File: config.mk
export PLATFORM = sky130hd
export DESIGN_NAME = bf_mem_bridge
export DESIGN_NICKNAME = d
export VERILOG_FILES = /design/src/rtl/bf_mem_bridge.sv
export SDC_FILE = /design/constraint.sdc
export NUM_CORES = 1
export LEC_CHECK = 0
export CORE_MARGIN = 3
export CORE_UTILIZATION = 62
export DETAILED_ROUTE_END_ITERATION = 8
export PLACE_DENSITY = 0.81
export SLEW_MARGIN = 10
export SYNTH_ARGS = -nofsm -noshare
export SYNTH_HDL_FRONTEND = slang
export SYNTH_SLANG_ARGS = --single-unit
File: constraint.sdc
create_clock -name clk -period 6.2 [get_ports clk]
set_clock_uncertainty 0.2 [all_clocks]
set_input_delay 0.93 -clock clk [delete_from_list [all_inputs] [get_ports clk]]
set_output_delay 0.93 -clock clk [all_outputs]
set_load 0.02 [all_outputs]
File: src/rtl/bf_mem_bridge.sv
// Memory and byte-I/O bridge for the Brainfuck core bus; streams the program in before releasing the core.
// Optional byte I/O at address 0xFF is built when BF_MEM_IO_EN is defined.
//
// state   | meaning
// --------+---------------------------------------------------
// ST_LOAD | core held in reset, host program bytes accepted
// ST_RUN  | core released, bus decoded against memory / I/O
module bf_mem_bridge #(
  parameter int DEPTH = 32
) (
  input  logic       clk,
  input  logic       rst,
  input  logic       bus_write,
  input  logic       bus_addr,
  input  logic [7:0] bus_wdata,
  output logic [7:0] bus_rdata,
  output logic       cpu_rst_n,
  input  logic       load_valid,
  input  logic [7:0] load_data,
  input  logic       load_last,
  output logic       load_ready,
  output logic [7:0] out_data,
  output logic       out_valid,
  input  logic [7:0] in_data,
  output logic       in_ack
);

  localparam int AW = (DEPTH > 1) ? $clog2(DEPTH) : 1;
  localparam logic [AW-1:0] LAST_IDX = '1;

  typedef enum logic {ST_LOAD, ST_RUN} state_t;

  state_t        state;
  logic [AW-1:0] load_ptr;
  logic [7:0]    addr_q;
  logic [7:0]    mem [DEPTH];

  logic          in_run;
  logic          addr_ph;
  logic          data_wr;
  logic          addr_in_range;
  logic          load_hs;
  logic          mem_we;
  logic [AW-1:0] mem_waddr;
  logic [7:0]    mem_wdata;
  logic [7:0]    rdata_nxt;

  assign in_run        = (state == ST_RUN);
  assign addr_ph       = in_run & bus_write & bus_addr;
  assign data_wr       = in_run & bus_write & ~bus_addr;
  assign addr_in_range = (addr_q[7:AW] == '0);
  assign load_hs       = (state == ST_LOAD) & load_valid & load_ready;

  always_ff @(posedge clk or posedge rst) begin
    if (rst) begin
      state      <= ST_LOAD;
      load_ptr   <= '0;
      addr_q     <= '0;
      cpu_rst_n  <= 1'b0;
      load_ready <= 1'b0;
    end else begin
      case (state)
        ST_LOAD: begin
          load_ready <= 1'b1;
          if (load_hs) begin
            load_ptr <= load_ptr + AW'(1);
            // memory full ends the load without wrapping onto index 0
            if (load_last || (load_ptr == LAST_IDX)) begin
              state      <= ST_RUN;
              load_ready <= 1'b0;
              cpu_rst_n  <= 1'b1;
            end
          end
        end
        ST_RUN: begin
          cpu_rst_n  <= 1'b1;
          load_ready <= 1'b0;
          if (addr_ph) begin
            addr_q <= bus_wdata;
          end
        end
        default: state <= ST_LOAD;
      endcase
    end
  end

  always_comb begin
    mem_we    = 1'b0;
    mem_waddr = load_ptr;
    mem_wdata = load_data;
    if (load_hs) begin
      mem_we = 1'b1;
    end else if (data_wr && addr_in_range) begin
      mem_we    = 1'b1;
      mem_waddr = addr_q[AW-1:0];
      mem_wdata = bus_wdata;
    end
  end

  // no reset: program and tape survive a core restart
  always_ff @(posedge clk) begin
    if (mem_we) begin
      mem[mem_waddr] <= mem_wdata;
    end
  end

`ifdef BF_MEM_IO_EN
  logic [7:0] in_hold;
  logic [7:0] out_data_q;
  logic       out_valid_q;
  logic       in_ack_q;

  always_ff @(posedge clk or posedge rst) begin
    if (rst) begin
      in_hold     <= '0;
      out_data_q  <= '0;
      out_valid_q <= 1'b0;
      in_ack_q    <= 1'b0;
    end else begin
      out_valid_q <= data_wr && (addr_q == 8'hFF);
      in_ack_q    <= addr_ph && (bus_wdata == 8'hFF);
      if (data_wr && (addr_q == 8'hFF)) begin
        out_data_q <= bus_wdata;
      end
      if (addr_ph && (bus_wdata == 8'hFF)) begin
        in_hold <= in_data;
      end
    end
  end

  assign out_data  = out_data_q;
  assign out_valid = out_valid_q;
  assign in_ack    = in_ack_q;
`else
  logic unused_in_data;
  assign unused_in_data = ^in_data;
  assign out_data  = '0;
  assign out_valid = 1'b0;
  assign in_ack    = 1'b0;
`endif

  // a write to the current address is forwarded so it reads back one cycle later
  always_comb begin
    rdata_nxt = '0;
    if (addr_in_range) begin
      rdata_nxt = data_wr ? bus_wdata : mem[addr_q[AW-1:0]];
    end
`ifdef BF_MEM_IO_EN
    else if (addr_q == 8'hFF) begin
      rdata_nxt = in_hold;
    end
`endif
  end

  always_ff @(posedge clk or posedge rst) begin
    if (rst) begin
      bus_rdata <= '0;
    end else begin
      bus_rdata <= rdata_nxt;
    end
  end

endmodule

* After elaboration in Yosys (flattened, before gate mapping)
Memory sizes are Yosys's and may differ from the RTL's. Cells that the tools add are included. W data, S select, Z words.
Word-level totals: memory bits (read-only) 0, RAM bits 256, input bits 30, memories kept 1, bits in registers 24, latch bits 0, output and inout bits 20, logic and storage cells 43
Cells by class: muxes and demuxes 19, $mul 0, $add $sub $neg 1, bitwise logic cells 7, magnitude comparators 0, divide/modulo/power cells 0, reductions and logical operators 6, shift operators 0, eq/ne operators 3
Memory list:
- mem | depth 32, width 8, rd ports 1, clocked after memory_dff 0, write ports 1, RTL line 36 | logic [7:0] mem [DEPTH];
Operators with widths (count):
- $mux W8 | 4
- $mux W1 | 11
- $mux W5 | 2
- $reduce_and A2 Y1 | 3
- $add A5 B1 Y5 const B | 1
- $and A1 B1 Y1 | 5
- $eq A5 B5 Y1 const B | 1
- $pmux W1 S2 | 2
- $logic_not A3 Y1 | 1
- $ne A2 B1 Y1 const B | 1
- $ne A2 B2 Y1 const B | 1
- $not A1 Y1 | 2
- $logic_and A1 B1 Y1 | 1
- $logic_or A1 B1 Y1 | 1

* Logic depth before layout (Yosys ltp)
Gate-level depths: netlist of the first run.
depth in word-level cells 7, mapped depth 9, mapped depth without buffers 7

* Least setup slack after synthesis of the first run
OpenSTA, ideal clock, no wires.
kind input-to-reg, from input port bus_write, to memory mem[13][0] (enable), slack 3.366 ns, arrival 2.264 ns, required time 5.630 ns, stages 5, library setup time 0.370 ns, path buffers 0, cells stage by stage nand2_1 -> nor3b_2 -> mux2i_1 -> a32oi_2 -> nor2_1
Between the ends: longest elaborated chain between the ends 7, elaborated cells on any way between the ends 9, classes of those cells mux: 6; bitwise: 2; reduce/logical: 1
RTL lines:
- from (decl) | RTL line 13 | input logic bus_write,
- $and A1 B1 Y1 (*) (2 in a row) | RTL line 50 | assign data_wr = in_run & bus_write & ~bus_addr;
- $logic_and A1 B1 Y1 (*) | RTL line 93 | end else if (data_wr && addr_in_range) begin
- $mux W1 | RTL line 93
- $mux W1 | RTL line 91 | if (load_hs) begin
- $mux W1 | RTL line 102 | if (mem_we) begin
- $mux W1 (not written as such) | RTL line 103 | mem[mem_waddr] <= mem_wdata;
- to (decl) | RTL line 36
Every way passes the cells marked *; elsewhere a longest branch is shown, timed or not.

* Worst setup path after layout of the first run
from input port bus_write, to memory mem[21][7] (enable)
The elaborated chain is that of the path after synthesis.

==> flow_metrics.tcl, run 1 <==
set metrics [dict create \
    drt_first_pass_iters 5 \
    grt_pass1_vias 5968 \
    grt_max_degree 58 \
    synth_edf_count 256 \
    stdcell_area_um2 12700 \
    grt.total_usage_pct 23.6 \
    whs_ns 0.268 \
    p_clk_share_pct 35.3 \
    cts_tree "yes" \
    grt_pass1_wl_mm 35.6 \
    htreeDepth 1 \
    root_buffer "clkbuf_16" \
    diodes 0 \
    min_period_ns 3.87 \
    vias 5988 \
    antenna_found_initial 0 \
    min_path_type "register to register" \
    avgSynthCellArea_um2 17.5 \
    rsz0062_at_grt "no" \
    rrSetupSlack_ns 2.67 \
    pwr-share-comb_pct 15.1 \
    dpl.hpwl_mm 14.3 \
    run_status "finished clean" \
    setup_violations 0 \
    critical_path.top_delay_family "simple AND/OR/NAND/NOR gates" \
    synth.cell_area_um2 11400 \
    p_leak_nw 4.35 \
    core_um2 18000 \
    crit_path_end_kind "register" \
    cp_cell_sequence "clkdlybuf4s50_1 -> nand2_1 -> nor3b_2 -> buf_4 -> mux2i_1 -> a32oi_2 -> nor2_1" \
    p_switching_mw 1.16 \
    fp-row-count 49 \
    maxCapViolCount 0 \
    synth_area_leader_cell "edfxtp_1" \
    drive_gt1_share_pct 11.8 \
    io_buffers 31 \
    clkSinkCount 280 \
    cp-start-kind "input pin" \
    dpl_cell_area_um2 11800 \
    tightestPinTransition_ns 1.25 \
    cts_buffer_depth 3 \
    overflow 0 \
    globalplace.congestion 0.894 \
    wl_per_cell_um 25.1 \
    intPower_mw 3.35 \
    power.density_nw_per_um2 356 \
    finalHoldViolations 0 \
    max_freq_mhz 259 \
    vias_per_cell 6.44 \
    worst-endpoint-arrival_ns 3.82 \
    cp_max_fo 15 \
    cts_hold_buf 0 \
    ys.flop_type "edfxtp_1" \
    final_common_cell "edfxtp_1" \
    critPathSlowestCell "nor2_1" \
    ir_worst_vdd_v 0.000374 \
    max_stage_delay_ns 0.75 \
    synth.distinct_cells 46 \
    ys_async_sr_fraction_pct 8.57 \
    nets 713 \
    area_growth_pct 10.8 \
    total_power_mw 4.51 \
    clock_latency_ns 0.53 \
    worst-setup-path-type "input pin to register" \
    layout_common_cells "256 x edfxtp_1, 66 x mux2i_1, 52 x nand2_1" \
    ys_seq_elements 280 \
    ys_top_cells_by_area "edfxtp_1 67%, mux2i_1 5.8%, dfrtp_1 5.3%" \
    start_util_pct 63.4 \
    ys_seq_area_share_pct 72.5 \
    fp.dieW_um 142 \
    yosysWarnings 0 \
    final-max-slew-violation-count 0 \
    cts_made_buffers 27 \
    syn_inst 653 \
    cts_resized 0 \
    die_h_um 142 \
    drt_iter0_markers 627 \
    clk_pin_slew_ns 0.06 \
    post-cts-setup-buffers 0 \
    synth.top_cell.area_share_pct 67.3 \
    required_ns 6.16 \
    max_slew_margin_pct 16.7 \
    antenna_left 0 \
    io-pin-count 50 \
    crit_buf_inv 2 \
    period_share_pct 62.4 \
    n_fill_cell 1083 \
    dieArea_um2 20100 \
    seqPwrFrac_pct 49.7 \
    drc 0 \
    setup_tns_ns 0 \
    p_sw_share_pct 25.8 \
    wl_mm 23.4 \
]
-- cell type report --
type | count | area, um2 | share of cell area [%]
clock inverters | 15 | 129 | 1.02
inverters | 4 | 15.0 | 0.119
well taps | 229 | 287 | 2.26
multi-input cells | 332 | 2850 | 22.5
repair buffers | 36 | 348 | 2.75
clock buffers | 34 | 742 | 5.86
flip-flops and latches | 280 | 8290 | 65.5
-- flip-flops by register name (all words and copies together) (netlist names) --
| signal | count |
|---|---|
| mem | 256 |
| addr_q | 8 |
| load_ready | 1 |
| cpu_rst_n | 1 |
| in_run | 1 |
| bus_rdata | 8 |
| load_ptr | 5 |
-- through the flow --
stage / cells / utilization (%) / setup WS, ns
2_1_floorplan: 662 / - / 3.37
3_3_place_gp: 881 / 65.4 / 1.93
3_5_place_dp: 881 / 65.4 / 1.85
4_1_cts: 930 / 70.2 / 2.41
5_1_grt: 930 / 70.3 / 2.23
6_report: 930 / 70.3 / 2.33
-- path summary, 6_finish.rpt --
kind | startpoint | endpoint | depth (start not counted)
max | bus_write | mem[21][7] | 7
min | cpu_rst_n | cpu_rst_n | 1
max reg2reg | addr_q[5] | mem[21][7] | 6
max in group asynchronous | rst | addr_q[0] | 2
min reg2reg | cpu_rst_n | cpu_rst_n | 1
min in group asynchronous | rst | load_ptr[0] | 2
-- worst reg2reg max path, delay by kind of cell (launching register included) --
kind | cells | cell delay [ns]
flip-flops | 1 | 0.38
buffers and inverters | 1 | 0.31
AO/OA/AOI/OAI | 1 | 0.37
multiplexers | 1 | 0.37
AND/OR/NAND/NOR | 3 | 1.53
-- cells by family after synthesis --
group	synth area share [%]
and+or+nand+nor	4.90
AOI/OAI and AO/OA	5.50
xor gates and xnor gates	0.153
muxes	13.8
DFF	72.5
buffers and inverters	2.86
adders and majority gates	0.219
other	0.0328
-- synth_stat cells (7+ instances only) --
library cell and n:
buf_2 8, a31oi_1 8, mux2_2 12, a221oi_1 7, buf_6 9, nor2_1 40
and2_1 8, mux4_1 16, mux2i_1 66, a21oi_1 22, a22oi_1 17, mux4_2 16
buf_4 12, dfrtp_1 24, edfxtp_1 256, a22o_1 8, a211oi_1 7, clkbuf_1 16
nand2_1 53
-- routing by layer --
layer	routed length [um]	GRT usage [%]
met4	635	6.52
met2	11600	39.1
met5	0	0
met3	1910	3.34
met1	9210	33.7
-- power by group through the flow --
stage | registers, mW | clock network (mW) | logic [mW]
2_1_floorplan | 2.20 | 0 | 0.559
3_3_place_gp | 2.27 | 0 | 0.651
3_5_place_dp | 2.28 | 0 | 0.668
4_1_cts | 2.24 | 1.61 | 0.672
5_1_grt | 2.25 | 1.67 | 0.722
6_report | 2.24 | 1.59 | 0.679
Power figures use the tool's default switching activity.
==> run 2, diff against run 1 <==
--- a/config.mk
+++ b/config.mk
@@ -6,9 +6,9 @@
 export NUM_CORES = 1
 export LEC_CHECK = 0
 export CORE_MARGIN = 3
-export CORE_UTILIZATION = 62
+export CORE_UTILIZATION = 60
 export DETAILED_ROUTE_END_ITERATION = 8
-export PLACE_DENSITY = 0.81
+export PLACE_DENSITY = 0.79
 export SLEW_MARGIN = 10
 export SYNTH_ARGS = -nofsm -noshare
 export SYNTH_HDL_FRONTEND = slang
==> constraint.sdc (replaced) <==
create_clock -name clk -period 3.8 [get_ports clk]
set_clock_uncertainty 0.2 [all_clocks]
set_input_delay 0.57 -clock clk [delete_from_list [all_inputs] [get_ports clk]]
set_output_delay 0.57 -clock clk [all_outputs]
set_load 0.02 [all_outputs]
==> run 2 against run 1 <==
  * Register-to-register slack got worse by 1.8 ns
  * Sequential power increased by 61%
  * Global-route usage is 0.72 points higher
==> flow_metrics.tcl, run 2 (same netlist as run 1, synthesis figures left out) <==
set metrics [dict create \
    cts_resized 0 \
    cts_buffer_depth 3 \
    drive_gt1_share_pct 16.8 \
    min_period_ns 2.94 \
    wl_per_cell_um 25.3 \
    io_buffers 31 \
    cts_made_buffers 27 \
    drt_first_pass_iters 5 \
    globalplace.congestion 0.879 \
    overflow 0 \
    die_h_um 144 \
    layout_common_cells "256 x edfxtp_1, 66 x mux2i_1, 53 x nand2_1" \
    clk_pin_slew_ns 0.06 \
    p_sw_share_pct 25.5 \
    min_path_type "register to register" \
    start_util_pct 62.3 \
    maxCapViolCount 0 \
    final_common_cell "edfxtp_1" \
    wl_mm 24.6 \
    largest_reg_flops 256 \
    max_freq_mhz 340 \
    cts_tree "yes" \
    grt_max_degree 37 \
    seqPwrFrac_pct 48.8 \
    htreeDepth 1 \
    largest_register "mem" \
    dpl_cell_area_um2 12100 \
    vias_per_cell 6.47 \
    dpl.hpwl_mm 15.4 \
    rrSetupSlack_ns 0.86 \
    tightestPinTransition_ns 0.975 \
    grt.total_usage_pct 24.4 \
    required_ns 3.74 \
    cp-start-kind "register" \
    max_slew_margin_pct 34.9 \
    dieArea_um2 20700 \
    rsz0062_at_grt "no" \
    area_growth_pct 13.8 \
    vias 6298 \
    crit_path_end_kind "register" \
    clkSinkCount 280 \
    grt_pass1_wl_mm 37.3 \
    p_clk_share_pct 35.2 \
    period_share_pct 77.4 \
    io-pin-count 50 \
    fp.dieW_um 144 \
    final-max-slew-violation-count 0 \
    setup_tns_ns 0 \
    worst-endpoint-arrival_ns 2.88 \
    p_switching_mw 1.89 \
    cts_hold_buf 0 \
    total_power_mw 7.41 \
    biggestRegsByFlops "mem: 256 flops, addr_q: 8 flops, bus_rdata: 8 flops" \
    root_buffer "clkbuf_16" \
    post-cts-setup-buffers 0 \
    stdcell_area_um2 13000 \
    pwr-share-comb_pct 16.1 \
    drc 0 \
    diodes 0 \
    run_status "finished clean" \
    p_leak_nw 4.59 \
    grt_pass1_vias 6172 \
    setup_violations 0 \
    antenna_left 0 \
    fp-row-count 49 \
    antenna_found_initial 0 \
    ir_worst_vdd_v 0.000490 \
    cp_max_fo 8 \
    finalHoldViolations 0 \
    core_um2 18300 \
    nets 757 \
    clock_latency_ns 0.52 \
    worst-setup-path-type "register to register" \
    power.density_nw_per_um2 570 \
    intPower_mw 5.52 \
    drt_iter0_markers 725 \
]
==> run 2: path summary, 6_finish.rpt <==
kind	start	end	cells past startpoint
max	addr_q[5]	mem[12][6]	5
min	cpu_rst_n	cpu_rst_n	1
max reg2reg	addr_q[5]	mem[12][6]	5
min reg2reg	cpu_rst_n	cpu_rst_n	1
max in group asynchronous	rst	addr_q[0]	2
min in group asynchronous	rst	load_ptr[0]	2
==> run 2: layer usage <==
layer | vias up | wire length [um] | track usage, %
met3 | 52 | 1980 | 4.60
li1 | 2719 | - | -
met4 | 0 | 854 | 7.43
met5 | - | 0 | 0
met1 | 3222 | 9570 | 33.5
met2 | 305 | 12200 | 40.4
==> run 2: area by class of cell <==
class	count	area, um2
Fill cell	1069	5330
Inverter	4	15.0
Timing Repair Buffer	80	691
Clock buffer	35	726
Multi-Input combinational cell	332	2840
Tap cell	229	287
Clock inverter	14	148
Sequential cell	280	8290
==> run 2: power groups by stage <==
stage,registers [mW],clock network [mW],logic [mW]
CTS,3.61,2.63,1.18
global route,3.63,2.77,1.26
finish,3.61,2.61,1.19
global placement,3.67,0,1.14
detailed placement,3.68,0,1.17
floorplan,3.59,0,0.911
==> run 2: through the flow <==
stage               setup slack (ns)  instances  hold WS [ns]  util (%)
finish                         0.860        974         0.276      70.9
global placement               0.509        925         0.251      66.2
detailed placement             0.469        925         0.265      66.2
floorplan                       1.33        662         0.280         -
CTS                            0.877        974         0.283      70.9
global route                   0.714        974         0.319      70.9
==> run 2: worst max-delay path, cell delays in order (launching register included) <==
cell,delay [ns]
dfrtp_1,0.39
nor3_1,0.30
nor3b_2,0.33
mux2i_1,0.39
a22oi_2,0.27
nor2_1,0.68
==> run 3, diff against run 2 <==
--- a/config.mk
+++ b/config.mk
@@ -6,9 +6,9 @@
 export NUM_CORES = 1
 export LEC_CHECK = 0
 export CORE_MARGIN = 3
-export CORE_UTILIZATION = 60
+export CORE_UTILIZATION = 54
 export DETAILED_ROUTE_END_ITERATION = 8
-export PLACE_DENSITY = 0.79
+export PLACE_DENSITY = 0.75
 export SLEW_MARGIN = 10
 export SYNTH_ARGS = -nofsm -noshare
 export SYNTH_HDL_FRONTEND = slang
==> constraint.sdc (replaced) <==
create_clock -name clk -period 2.7 [get_ports clk]
set_clock_uncertainty 0.2 [all_clocks]
set_input_delay 0.405 -clock clk [delete_from_list [all_inputs] [get_ports clk]]
set_output_delay 0.405 -clock clk [all_outputs]
set_load 0.02 [all_outputs]
==> run 3 against run 2 <==
  * Largest power group unchanged
  * Final cell count grew 8.6%
  * Sequential power is 39% higher
  * Maximum frequency is 14% higher
  * Wire length is 1.6% lower
  * Clock power increased by 40%
  * Setup slack worse by 0.73 ns
  * Largest cell class unchanged
  * Non-clock buffer count rose by 43
  * Design area increased by 3.9%
  * Sequential share of layout area decreased by 2.4 points
==> flow_metrics.tcl, run 3 (same netlist as run 1, synthesis figures left out) <==
set metrics [dict create \
    vias_per_cell 5.87 \
    layout_common_cells "256 x edfxtp_1, 82 x buf_4, 66 x mux2i_1" \
    maxCapViolCount 0 \
    critical_path.top_delay_family "simple AND/OR/NAND/NOR gates" \
    finalHoldViolations 0 \
    crit_buf_inv 2 \
    largest_reg_flops 256 \
    dpl_cell_area_um2 12600 \
    biggestRegsByFlops "mem: 256 flops, addr_q: 8 flops, bus_rdata: 8 flops" \
    rsz0062_at_grt "no" \
    worst-setup-path-type "register to register" \
    stdcell_area_um2 13500 \
    die_h_um 151 \
    dpl.hpwl_mm 16.0 \
    cp_cell_sequence "nor3_1 -> or3b_1 -> and4b_1 -> a31oi_1 -> buf_4 -> nor2_1 -> buf_4" \
    grt.total_usage_pct 21.8 \
    cp-start-kind "register" \
    fp-row-count 52 \
    cts_made_buffers 27 \
    drc 0 \
    max_slew_margin_pct 52.4 \
    clock_latency_ns 0.53 \
    grt_pass1_vias 6312 \
    start_util_pct 55.7 \
    htreeDepth 1 \
    setup_violations 0 \
    vias 6207 \
    p_leak_nw 4.83 \
    final-max-slew-violation-count 0 \
    min_period_ns 2.57 \
    ir_worst_vdd_v 0.000942 \
    total_power_mw 10.7 \
    clkSinkCount 280 \
    whs_ns 0.110 \
    power.density_nw_per_um2 788 \
    worst-endpoint-arrival_ns 2.65 \
    final-seq-area_um2 8290 \
    multi_input_area_um2 2880 \
    drt_iter0_markers 504 \
    globalplace.congestion 0.893 \
    overflow 0 \
    grt_max_degree 37 \
    io-pin-count 50 \
    period_share_pct 95.2 \
    cts_buffer_depth 3 \
    root_buffer "clkbuf_16" \
    io_buffers 31 \
    cp_common_cell "buf_4" \
    grt_pass1_wl_mm 37.2 \
    cp_max_fo 8 \
    drive_gt1_share_pct 22.3 \
    critPathSlowestCell "or3b_1" \
    min_path_type "input pin to async pin" \
    max_stage_delay_ns 0.48 \
    tightestPinTransition_ns 0.713 \
    nets 800 \
    core_um2 20500 \
    wl_per_cell_um 22.9 \
    drt_first_pass_iters 5 \
    dieArea_um2 22900 \
    cts_tree "yes" \
    max_freq_mhz 389 \
    run_status "finished clean" \
    clk_pin_slew_ns 0.07 \
    final_common_cell "edfxtp_1" \
    fp.dieW_um 151 \
    antenna_found_initial 0 \
    setup_tns_ns 0 \
    area_growth_pct 18.3 \
    diodes 0 \
    largest_register "mem" \
    required_ns 2.78 \
    antenna_left 0 \
    n_fill_cell 1344 \
    crit_path_end_kind "register" \
    wl_mm 24.2 \
]
-- run 3: changes by cell type in the layout (fill, tap and decap cells not counted), sizes merged --
cell	previous run	this run
clkinv	10	11
buf	49	92
clkinvlp	1	4
clkbuf	35	31
-- run 3: power by group --
part           internal, mW  switching [mW]
logic                 0.904            1.08
registers              4.88           0.136
clock network          2.12            1.53
total                  7.91            2.74
-- run 3: layer usage --
metal / part of all wire [%] / vias up / wire length [um] / global-route usage, %
met2: 49 / 216 / 11900 / 36.0
li1: - / 2804 / - / -
met4: 3.3 / 0 / 801 / 7.07
met3: 6.2 / 61 / 1510 / 3.75
met5: 0 / - / 0 / 0
met1: 41 / 3126 / 10000 / 30.0
-- run 3: path summary, 6_finish.rpt --
kind	start	to	slack [ns]	cells past startpoint
setup / recovery	addr_q[5]	mem[21][3]	0.13	7
hold / removal	rst	load_ready	0.11	2
setup reg to reg	addr_q[5]	mem[21][3]	0.13	7
hold reg to reg	cpu_rst_n	cpu_rst_n	0.29	1
max in group asynchronous	rst	bus_rdata[4]	1.61	3
min in group clk	cpu_rst_n	cpu_rst_n	0.29	1
-- run 3: area by class of cell --
type | instances | area share, %
multi-input combinational | 332 | 21.3
inverter | 4 | 0.111
timing repair buffer | 123 | 8.33
clock buffer | 31 | 5.11
sequential | 280 | 61.4
tap | 270 | 2.50
clock inverter | 18 | 1.29
-- run 3: what timing repair did --
action / 4_1_cts / 5_1_grt
setup endpoints to repair: 8 / 192
pin swaps: 0 / 1
resized for setup: 2 / 7
buffers inserted: 0 / 2
hold buffers: 0 / 0
-- run 3: through the flow --
step / setup WS, ns / utilization [%] / std cells
finish: 0.129 / 65.9 / 1058
global route: 0.0365 / 65.9 / 1058
CTS: 0.0265 / 65.7 / 1056
detailed placement: -0.324 / 61.5 / 1007
global placement: -0.261 / 61.5 / 1007
floorplan: 0.259 / - / 662
